### src/rtl/inst_loader_if.sv
// inst_loader_if: byte-stream input and instruction-memory write port of the loader.
interface inst_loader_if #(parameter int ADDR_W = 6);
    logic              start;
    logic [7:0]        in_data;
    logic              in_valid;
    logic              in_last;
    logic              in_ready;
    logic              wea;
    logic [ADDR_W-1:0] addra;
    logic [31:0]       dina;
    logic              busy;
    logic              done;
    logic [ADDR_W:0]   word_cnt;
    logic              err;
    modport slave (input start, in_data, in_valid, in_last,
                   output in_ready, wea, addra, dina, busy, done, word_cnt, err);
    modport master (output start, in_data, in_valid, in_last,
                    input in_ready, wea, addra, dina, busy, done, word_cnt, err);
endinterface

### src/rtl/inst_loader.sv
// inst_loader: packs a byte stream MSB-first into 32-bit words and writes them to instruction memory.
// Defining INST_LOADER_CHECKSUM_EN adds a trailing mod-256 checksum byte checked after the last word.
module inst_loader #(
    parameter int ADDR_W    = 6,
    parameter int MAX_WORDS = 64
) (
    input logic          clka,
    input logic          rst,
    inst_loader_if.slave bus
);
    typedef enum logic [2:0] {
        IDLE,
        LOAD,
        WRITE,
`ifdef INST_LOADER_CHECKSUM_EN
        CKSUM,
`endif
        DONE
    } state_t;
`ifdef INST_LOADER_CHECKSUM_EN
    localparam state_t FIN = CKSUM;
`else
    localparam state_t FIN = DONE;
`endif
    localparam logic [ADDR_W:0] MAX_CNT = (ADDR_W+1)'(MAX_WORDS);
    state_t            state, nxt;
    logic [1:0]        idx;
    logic              last_q, err_q, in_rdy, trunc;
    logic [ADDR_W-1:0] addra_q;
    logic [31:0]       dina_q;
    logic [ADDR_W:0]   cnt_q;
`ifdef INST_LOADER_CHECKSUM_EN
    logic [7:0]        sum_q;
    assign in_rdy = state == LOAD || state == CKSUM;
    assign bus.busy = state == LOAD || state == WRITE || state == CKSUM;
`else
    assign in_rdy = state == LOAD;
    assign bus.busy = state == LOAD || state == WRITE;
`endif
    assign trunc        = cnt_q + 1'b1 == MAX_CNT;
    assign bus.in_ready = in_rdy;
    assign bus.wea      = state == WRITE;
    assign bus.done     = state == DONE;
    assign bus.addra    = addra_q;
    assign bus.dina     = dina_q;
    assign bus.word_cnt = cnt_q;
    assign bus.err      = err_q;
    always_ff @(posedge clka or posedge rst)
        if (rst) state <= IDLE;
        else     state <= nxt;
    always_comb begin
        nxt = state;
        case (state)
            IDLE, DONE: nxt = bus.start ? LOAD : state;
            LOAD:       if (bus.in_valid) nxt = idx == 2'd3 ? WRITE : bus.in_last ? DONE : LOAD;
            WRITE:      nxt = (last_q || trunc) ? FIN : LOAD;
`ifdef INST_LOADER_CHECKSUM_EN
            CKSUM:      if (bus.in_valid) nxt = DONE;
`endif
            default:    nxt = IDLE;
        endcase
    end
    always_ff @(posedge clka or posedge rst) begin
        if (rst) begin
            idx     <= '0;
            last_q  <= 1'b0;
            err_q   <= 1'b0;
            addra_q <= '0;
            dina_q  <= '0;
            cnt_q   <= '0;
`ifdef INST_LOADER_CHECKSUM_EN
            sum_q   <= '0;
`endif
        end else begin
            case (state)
                IDLE, DONE: if (bus.start) begin
                    idx   <= '0;
                    err_q <= 1'b0;
                    cnt_q <= '0;
`ifdef INST_LOADER_CHECKSUM_EN
                    sum_q <= '0;
`endif
                end
                LOAD: if (bus.in_valid) begin
                    dina_q  <= {dina_q[23:0], bus.in_data};
                    idx     <= idx + 2'd1;
                    last_q  <= bus.in_last;
                    addra_q <= cnt_q[ADDR_W-1:0];
                    if (bus.in_last && idx != 2'd3) err_q <= 1'b1;
`ifdef INST_LOADER_CHECKSUM_EN
                    sum_q   <= sum_q + bus.in_data;
`endif
                end
                WRITE: begin
                    cnt_q <= cnt_q + 1'b1;
                    idx   <= '0;
                    if (!last_q && trunc) err_q <= 1'b1;
                end
`ifdef INST_LOADER_CHECKSUM_EN
                CKSUM: if (bus.in_valid) err_q <= err_q | (bus.in_data != sum_q);
`endif
                default: ;
            endcase
        end
    end
endmodule

### src/flat_wrapper.sv
// flat-port wrapper written by rule: the top's interface ports become plain ports
module inst_loader_flat 
#(
    parameter int ADDR_W    = 6,
    parameter int MAX_WORDS = 64
)
  (clka, rst, bus_start, bus_in_data, bus_in_valid, bus_in_last, bus_in_ready, bus_wea, bus_addra, bus_dina, bus_busy, bus_done, bus_word_cnt, bus_err);
  inst_loader_if #(.ADDR_W(ADDR_W)) bus_i ();
  input logic clka;
  input logic rst;
  input wire logic [$bits(bus_i.start)-1:0] bus_start;
  input wire logic [$bits(bus_i.in_data)-1:0] bus_in_data;
  input wire logic [$bits(bus_i.in_valid)-1:0] bus_in_valid;
  input wire logic [$bits(bus_i.in_last)-1:0] bus_in_last;
  output wire logic [$bits(bus_i.in_ready)-1:0] bus_in_ready;
  output wire logic [$bits(bus_i.wea)-1:0] bus_wea;
  output wire logic [$bits(bus_i.addra)-1:0] bus_addra;
  output wire logic [$bits(bus_i.dina)-1:0] bus_dina;
  output wire logic [$bits(bus_i.busy)-1:0] bus_busy;
  output wire logic [$bits(bus_i.done)-1:0] bus_done;
  output wire logic [$bits(bus_i.word_cnt)-1:0] bus_word_cnt;
  output wire logic [$bits(bus_i.err)-1:0] bus_err;
  assign bus_i.start = bus_start;
  assign bus_i.in_data = bus_in_data;
  assign bus_i.in_valid = bus_in_valid;
  assign bus_i.in_last = bus_in_last;
  assign bus_in_ready = bus_i.in_ready;
  assign bus_wea = bus_i.wea;
  assign bus_addra = bus_i.addra;
  assign bus_dina = bus_i.dina;
  assign bus_busy = bus_i.busy;
  assign bus_done = bus_i.done;
  assign bus_word_cnt = bus_i.word_cnt;
  assign bus_err = bus_i.err;
  inst_loader #(.ADDR_W(ADDR_W), .MAX_WORDS(MAX_WORDS)) u_core (.clka(clka), .rst(rst), .bus(bus_i));
endmodule
### config.mk
export PLATFORM = sky130hd
export DESIGN_NAME = inst_loader_flat
export DESIGN_NICKNAME = d
export VERILOG_FILES = /design/src/rtl/inst_loader_if.sv /design/src/rtl/inst_loader.sv /design/src/flat_wrapper.sv
export SDC_FILE = /design/constraint.sdc
export NUM_CORES = 1
export LEC_CHECK = 0
export CORE_MARGIN = 10
export CORE_UTILIZATION = 50
export CTS_CLUSTER_DIAMETER = 150
export DETAILED_ROUTE_END_ITERATION = 10
export PLACE_DENSITY_LB_ADDON = 0.15
export SKIP_LAST_GASP = 1
export SYNTH_ARGS = -nofsm -noshare
export SYNTH_HDL_FRONTEND = slang
export SYNTH_SLANG_ARGS = --single-unit
### constraint.sdc
create_clock -name clka -period 3.55 [get_ports clka]
set_input_delay 0.8875 -clock clka [delete_from_list [all_inputs] [get_ports clka]]
set_output_delay 0.8875 -clock clka [all_outputs]
set_load 0.02 [all_outputs]
==> results of run 1 <==
==> flip-flops by register name (all words and copies together) (netlist names) <==
register             count
u_core.bus.dina         32
u_core.bus.word_cnt      7
u_core.bus.addra         6
u_core.idx               2
u_core.state             2
u_core.bus.err           1
u_core.last_q            1
==> logic make-up (layout without fill, tap and decap cells) <==
kind of cell / count (synthesis) / count (layout)
buffers and inverters: 15 / 80
multiplexers: 40 / 40
AO/OA/AOI/OAI: 32 / 32
flip-flops: 51 / 51
XOR/XNOR: 1 / 1
AND/OR/NAND/NOR: 30 / 30
adder cells (fa/ha/maj): 6 / 6
==> report_power, final <==
group | internal, W | leakage [nW] | total [W] | switching, W
clock network | 0.000178 | 0.0515 | 0.000360 | 0.000182
registers | 0.000822 | 0.635 | 0.00100 | 0.000178
logic | 0.000724 | 0.654 | 0.00144 | 0.000714
total | 0.00172 | 1.34 | 0.00280 | 0.00107
==> area by class of cell <==
cell class	instances	area, µm²	area share (%)
sequential	51	1280	42.2
multi-input combinational	109	917	30.3
timing repair buffer	64	636	21.0
clock buffer	8	100	3.31
tap	52	65.1	2.15
inverter	8	30.0	0.993
==> layout by cell type, fill, tap and decap left out, drive strengths merged, types with 2 or more instances in the layout <==
master,n
ha,6
nand3,3
a21o,4
nor2,3
a21oi,2
buf,2
a211oi,2
clkbuf,8
nor2b,2
nand2,10
dfrtp,51
nor3,5
inv,8
a22o,5
clkdlybuf4s50,62
mux2,39
o21ai,11
==> worst paths after layout <==
kind / cells past startpoint / slack, ns / start / to
setup / recovery: 3 / 0.75 / u_core.state[0] / bus_wea
hold / removal: 1 / 0.51 / u_core.bus.dina[24] / u_core.bus.dina[24]
setup reg to reg: 6 / 1.48 / u_core.bus.word_cnt[1] / u_core.bus.err
hold reg to reg: 1 / 0.51 / u_core.bus.dina[24] / u_core.bus.dina[24]
max in group asynchronous: 3 / 1.85 / rst / u_core.bus.dina[24]
min in group asynchronous: 2 / 0.94 / rst / u_core.idx[0]
==> worst max-delay path, cell delays in order, from the launching register on <==
cell                              delay [ns]
sky130_fd_sc_hd__dfrtp_1                0.41
sky130_fd_sc_hd__inv_1                  0.09
sky130_fd_sc_hd__ha_1                   0.42
sky130_fd_sc_hd__clkdlybuf4s50_1        0.69
==> stage by stage <==
step | power, W | cell area, µm² | util, %
6_report | 0.00280 | 3020 | 69.5
2_1_floorplan | 0.00181 | 2260 | -
3_5_place_dp | 0.00247 | 2920 | 67.2
3_3_place_gp | 0.00240 | 2920 | 67.2
5_1_grt | 0.00298 | 3020 | 69.5
4_1_cts | 0.00284 | 3020 | 69.5
==> metal layers <==
metal,vias to the layer above,wire [µm],GRT usage (%)
met5,-,0,0
met3,4,502,6.46
li1,755,-,-
met2,69,2770,23.9
met4,0,36,4.35
met1,808,1880,15.1
==> PnR_summary.wiki, run 1 <==
{| class="wikitable"
! Metric !! Value
|-
| Total via count after detailed routing || between 1,500 and 2,000
|-
| Cell Pwr Density || just over 900 nW/µm²
|-
| Post-route setup TNS || 0 ns
|-
| Pins Over Slew Limit || 0
|-
| Drt initial violations || 89
|-
| Relative slew slack || about 62%
|-
| Max Clk Rate || around 0.36 GHz
|-
| Fraction of synthesis flops using an asynchronous set or reset pin || 100%
|-
| Run status || completed
|-
| Fraction of layout cells with a size suffix above 1 || a little under a quarter
|-
| Remaining antenna violation count after routing || 0
|-
| DIE HEIGHT || slightly below 90 µm
|-
| Largest family of logic cells by synthesized area || multiplexers
|-
| Peak fanout along the critical path || 12
|-
| Wire length after detailed routing || just over 5000 µm
|-
| Minimum clock period || between 2 and 3 ns
|-
| Worst-Skew Late Latency || roughly 0.3 ns
|-
| Top flip-flop cell by instance count after synthesis || sky130_fd_sc_hd__dfrtp_1
|-
| Final cell count without fillers || between 200 and 300
|-
| Startpoint type of the worst setup path || register
|-
| Placed cells || 284
|-
| P&R area growth vs syn || 34.0%
|-
| Initial antenna violation count || 0
|-
| CTS Hold Bufs || 0
|-
| Max capacitance violation total || 0
|-
| Required time of the critical path || approximately 2.7 ns
|-
| Most instantiated library cell after synthesis || sky130_fd_sc_hd__dfrtp_1
|-
| Critical path class || register to output port
|-
| Layout Nets || ~260
|-
| Leakage power || 1.34 nW
|-
| Category of the worst setup path capture point || output port
|-
| Register bit total from synthesis || between 50 and 60
|-
| Unrepaired setup endpoints after global routing || false
|-
| Starting utilization of the core area || between 50% and 60%
|-
| Area share of the largest cell type after synthesis || a little under three fifths
|-
| Simple-gate area share of the yosys netlist || under 10%
|-
| Global-route wire length before repair || between 8000 and 9000 µm
|-
| Proportion of synthesized area in mux cells || 19.9%
|-
| Count of different cell masters after synthesis || 37
|-
| Horiz. Die Dim || slightly below 90 µm
|-
| Number of flops mapped to enable cells by yosys || 0
|-
| Die footprint || 7600 µm²
|-
| Average wire per cell in the routed design || ~18 µm
|-
| Path type of the worst min-delay path || register to register
|-
| DRC viols || 0
|-
| Maximum number of pins on one net before global-route repair || between 40 and 50
|-
| Mean area per synthesized cell || about 13 µm²
|-
| FP Rows || 24
|-
| Diodes inserted || 0
|-
| Sequential-to-total area share from yosys stat || 56.5%
|-
| H-tree level count || 2
|-
| Post-Synth Adder-Cell Area || 3.33%
|-
| Total of cells resized after clock tree synthesis || 0
|-
| Place WS || 1.05 ns
|-
| Count of mapped cells out of synthesis || 175
|-
| Post-detailed-placement half-perimeter wirelength || 3850 µm
|-
| Final hold viol count || 0
|-
| Num CTS Buffers || 5
|-
| Via-per-instance ratio || between 5 and 6
|-
| Max Clock Skew || 0.0127 ns
|-
| Summed instance area of the synthesized netlist || approximately 2300 µm²
|-
| Xor and xnor fraction of the mapped netlist area || less than 1%
|-
| Total number of yosys warnings || 0
|-
| Synthesized net count || roughly 190
|-
| Synth area leaders || sky130_fd_sc_hd__dfrtp_1 (57%), sky130_fd_sc_hd__mux2_2 (19%), sky130_fd_sc_hd__ha_1 (3.3%)
|-
| Routability-driven placement congestion ratio || about 0.79
|-
| Sink count of the clock tree || roughly 50
|-
| Library cell occupying the most area in the post-synthesis netlist || sky130_fd_sc_hd__dfrtp_1
|-
| Buffer depth of the longest clock path || 2
|-
| Post-CTS repair timing setup buffer count || 0
|-
| Sum of overflow across all layers after global routing || 0
|-
| Clock input transition at the sequential cells of the worst setup and hold paths || ~0.1 ns
|-
| TritonCTS clock tree || yes
|-
| Most numerous cell types in the synthesized netlist || sky130_fd_sc_hd__dfrtp_1 (51), sky130_fd_sc_hd__mux2_2 (39), sky130_fd_sc_hd__nand2_1 (10)
|-
| Hold Worst Slack || 0.509 ns
|-
| Compound-gate portion of the synthesized area || 10.1%
|-
| Final clock period utilization by the worst path || 78.8%
|-
| Clk Tree Root Cell || sky130_fd_sc_hd__clkbuf_8
|-
| Worst ir drop on vdd || 0.515 mV
|-
| Global-route usage over all layers || around 14%
|-
| Core footprint || roughly 4400 µm²
|-
| Number of inserted filler cells in the final layout || between 300 and 400
|-
| I/O Pins || 63
|-
| Number of input and output port buffers inserted || 62
|-
| Vias in the first global route || about 1,800
|-
| Setup violators final || 0
|-
| Final Worst Setup Slack || ~0.75 ns
|-
| 1st-pass router iterations || 4
|-
| CP Data Arrival Time || roughly 1.9 ns
|-
| Pin slew with the least headroom to its limit || approximately 0.56 ns
|}
Power figures use the tool's default switching activity.
==> run 2, diff against run 1 <==
- CORE_UTILIZATION: 50 -> 47
- clock period: 3.55 -> 2.7 ns (I/O delays scaled with it)
==> run 2 against run 1 <==
  * Core utilization shrank 3.6 points
  * Worst hold slack lost 0.0037 ns
  * Final cell count grew 0.68%
  * Sequential power grew 31%
  * Critical path depth is the same
  * Cell area grew 2.2%
  * Die area grew 4.9%
  * Sequential share of layout area shrank 0.91 points
  * Non-clock buffer count is the same
  * Combinational power grew 31%
  * Wire length shrank 7.8%
  * Largest cell class unchanged
  * Highest routed layer unchanged
==> PnR_summary.wiki, run 2 (synthesis results as in run 1) <==
{| class="wikitable"
! Metric !! Value
|-
| Pin slew with the least headroom to its limit || 0.529 ns (-0.0322 ns)
|-
| TritonCTS clock tree || yes
|-
| Average wire per cell in the routed design || 16.2 µm (-8.4%)
|-
| Die footprint || 7970 µm² (+4.9%)
|-
| Horiz. Die Dim || 89.3 µm (+2.4%)
|-
| Required time of the critical path || 2.03 ns (-0.63 ns)
|-
| CP Data Arrival Time || 1.89 ns (-0.02 ns)
|-
| Placed cells || 286 (+0.70%)
|-
| Number of input and output port buffers inserted || 62 (unchanged)
|-
| Core footprint || 4690 µm² (+7.8%)
|-
| Commonest non-fill, non-tap cell in the layout || sky130_fd_sc_hd__clkdlybuf4s50_1
|-
| Clk Tree Root Cell || sky130_fd_sc_hd__clkbuf_8
|-
| Final cell count without fillers || 294 (+0.68%)
|-
| Drt initial violations || 60 (-33%)
|-
| Max capacitance violation total || 0 (unchanged)
|-
| Path type of the worst min-delay path || register to register
|-
| Max Clock Skew || 0.00831 ns (-0.00443 ns)
|-
| Final Worst Setup Slack || 0.131 ns (-0.620 ns)
|-
| Critical path class || register to output port
|-
| Category of the worst setup path capture point || output port
|-
| Wire length after detailed routing || 4780 µm (-7.8%)
|-
| I/O Pins || 63 (unchanged)
|-
| Remaining antenna violation count after routing || 0 (unchanged)
|-
| Vias in the first global route || 1,616 (-7.8%)
|-
| Clock input transition at the sequential cells of the worst setup and hold paths || 0.09 ns (about the same)
|-
| Worst ir drop on vdd || 0.728 mV (+41%)
|-
| 1st-pass router iterations || 4 (unchanged)
|-
| Post-detailed-placement half-perimeter wirelength || 3540 µm (-7.8%)
|-
| H-tree level count || 2 (unchanged)
|-
| P&R area growth vs syn || 36.9%
|-
| Post-route setup TNS || 0 ns (unchanged)
|-
| Max Clk Rate || approximately 0.39 GHz
|-
| Flip-flop count of the largest register, all copies and words added || 32 (unchanged)
|-
| Diodes inserted || 0 (unchanged)
|-
| Layout Nets || 258 (unchanged)
|-
| Sum of overflow across all layers after global routing || 0 (unchanged)
|-
| Number of inserted filler cells in the final layout || 372 (+22%)
|-
| DRC viols || 0 (unchanged)
|-
| FP Rows || 25 (+4.2%)
|-
| Global-route wire length before repair || 7870 µm (-7.6%)
|-
| Setup violators final || 0 (unchanged)
|-
| DIE HEIGHT || 89.3 µm (+2.4%)
|-
| Buffer depth of the longest clock path || 2 (unchanged)
|-
| Startpoint type of the worst setup path || register
|-
| Run status || completed
|-
| Via-per-instance ratio || 5.37 (-4.1%)
|-
| Relative slew slack || 64.5% (+2.2 points)
|-
| Global-route usage over all layers || 12.6% (-1.3 points)
|-
| Peak fanout along the critical path || 12 (unchanged)
|-
| Unrepaired setup endpoints after global routing || false
|-
| Pins Over Slew Limit || 0 (unchanged)
|-
| Most frequent cells in the layout || sky130_fd_sc_hd__clkdlybuf4s50_1 (62), sky130_fd_sc_hd__dfrtp_1 (51), sky130_fd_sc_hd__mux2_2 (39)
|-
| Total of cells resized after clock tree synthesis || 0 (unchanged)
|-
| Num CTS Buffers || 5 (unchanged)
|-
| Fraction of layout cells with a size suffix above 1 || 24.2% (+0.83 points)
|-
| Maximum number of pins on one net before global-route repair || 33 (-20%)
|-
| Post-CTS repair timing setup buffer count || 0 (unchanged)
|-
| Worst-Skew Late Latency || 0.30 ns (about the same)
|-
| Total via count after detailed routing || 1,580 (-3.4%)
|-
| Initial antenna violation count || 0 (unchanged)
|-
| Util after Layout || 65.9% (-3.6 points)
|-
| Starting utilization of the core area || 48.1% (-3.7 points)
|-
| Minimum clock period || 2.57 ns
|-
| Final clock period utilization by the worst path || roughly 95%
|-
| Sink count of the clock tree || 51 (unchanged)
|-
| Final hold viol count || 0 (unchanged)
|-
| Place WS || 0.446 ns (-0.605 ns)
|-
| CTS Hold Bufs || 0 (unchanged)
|-
| Leakage power || 1.36 nW (+1.8%)
|-
| Cell Pwr Density || 1240 nW/µm² (+33%)
|-
| Routability-driven placement congestion ratio || 0.773 (-1.8%)
|}
## run 2: through the flow
stage / hold slack, ns / area [µm²] / total power, W
global placement: 0.485 / 2950 / 0.00321
global route: 0.526 / 3090 / 0.00407
finish: 0.505 / 3090 / 0.00382
CTS: 0.512 / 3090 / 0.00387
detailed placement: 0.491 / 2950 / 0.00324
floorplan: 0.520 / 2260 / 0.00238
## run 2: worst max-delay path: stages (launching register included)
cell and delay [ns]:
sky130_fd_sc_hd__dfrtp_1 0.41, sky130_fd_sc_hd__inv_1 0.08, sky130_fd_sc_hd__ha_1 0.42, sky130_fd_sc_hd__clkdlybuf4s50_1 0.69
## run 2: worst paths after layout
path,from,endpoint,slack [ns],depth (start not counted)
worst max-delay path,u_core.state[0],bus_wea,0.13,3
worst min-delay path,u_core.bus.addra[5],u_core.bus.addra[5],0.51,2
worst max register to register,u_core.bus.word_cnt[0],u_core.bus.err,0.66,6
worst min register to register,u_core.bus.addra[5],u_core.bus.addra[5],0.51,2
max in group asynchronous,rst,u_core.bus.dina[7],1.47,3
min in group asynchronous,rst,u_core.bus.dina[2],0.70,2
## run 2: metal layers
metal	vias up	wire [µm]	global-route usage, %
li1	756	-	-
met1	781	1960	14.4
met2	37	2390	20.6
met3	6	362	5.29
met4	0	65	5.06
met5	-	0	0
## run 2: final cells by class
cell class,instances,area (µm²),share of cell area [%]
clock buffer,5,68.8,2.23
clock inverter,3,67.6,2.19
inverter,8,30.0,0.972
multi-input combinational,109,920,29.8
sequential,51,1280,41.3
tap,54,67.6,2.19
timing repair buffer,64,661,21.4
## run 2: power by group
group | internal, W | switching [W] | total [W] | leakage, nW
clock network | 0.000370 | 0.000255 | 0.000625 | 0.0644
logic | 0.000965 | 0.000922 | 0.00189 | 0.665
registers | 0.00108 | 0.000225 | 0.00131 | 0.635
total | 0.00242 | 0.00140 | 0.00382 | 1.36
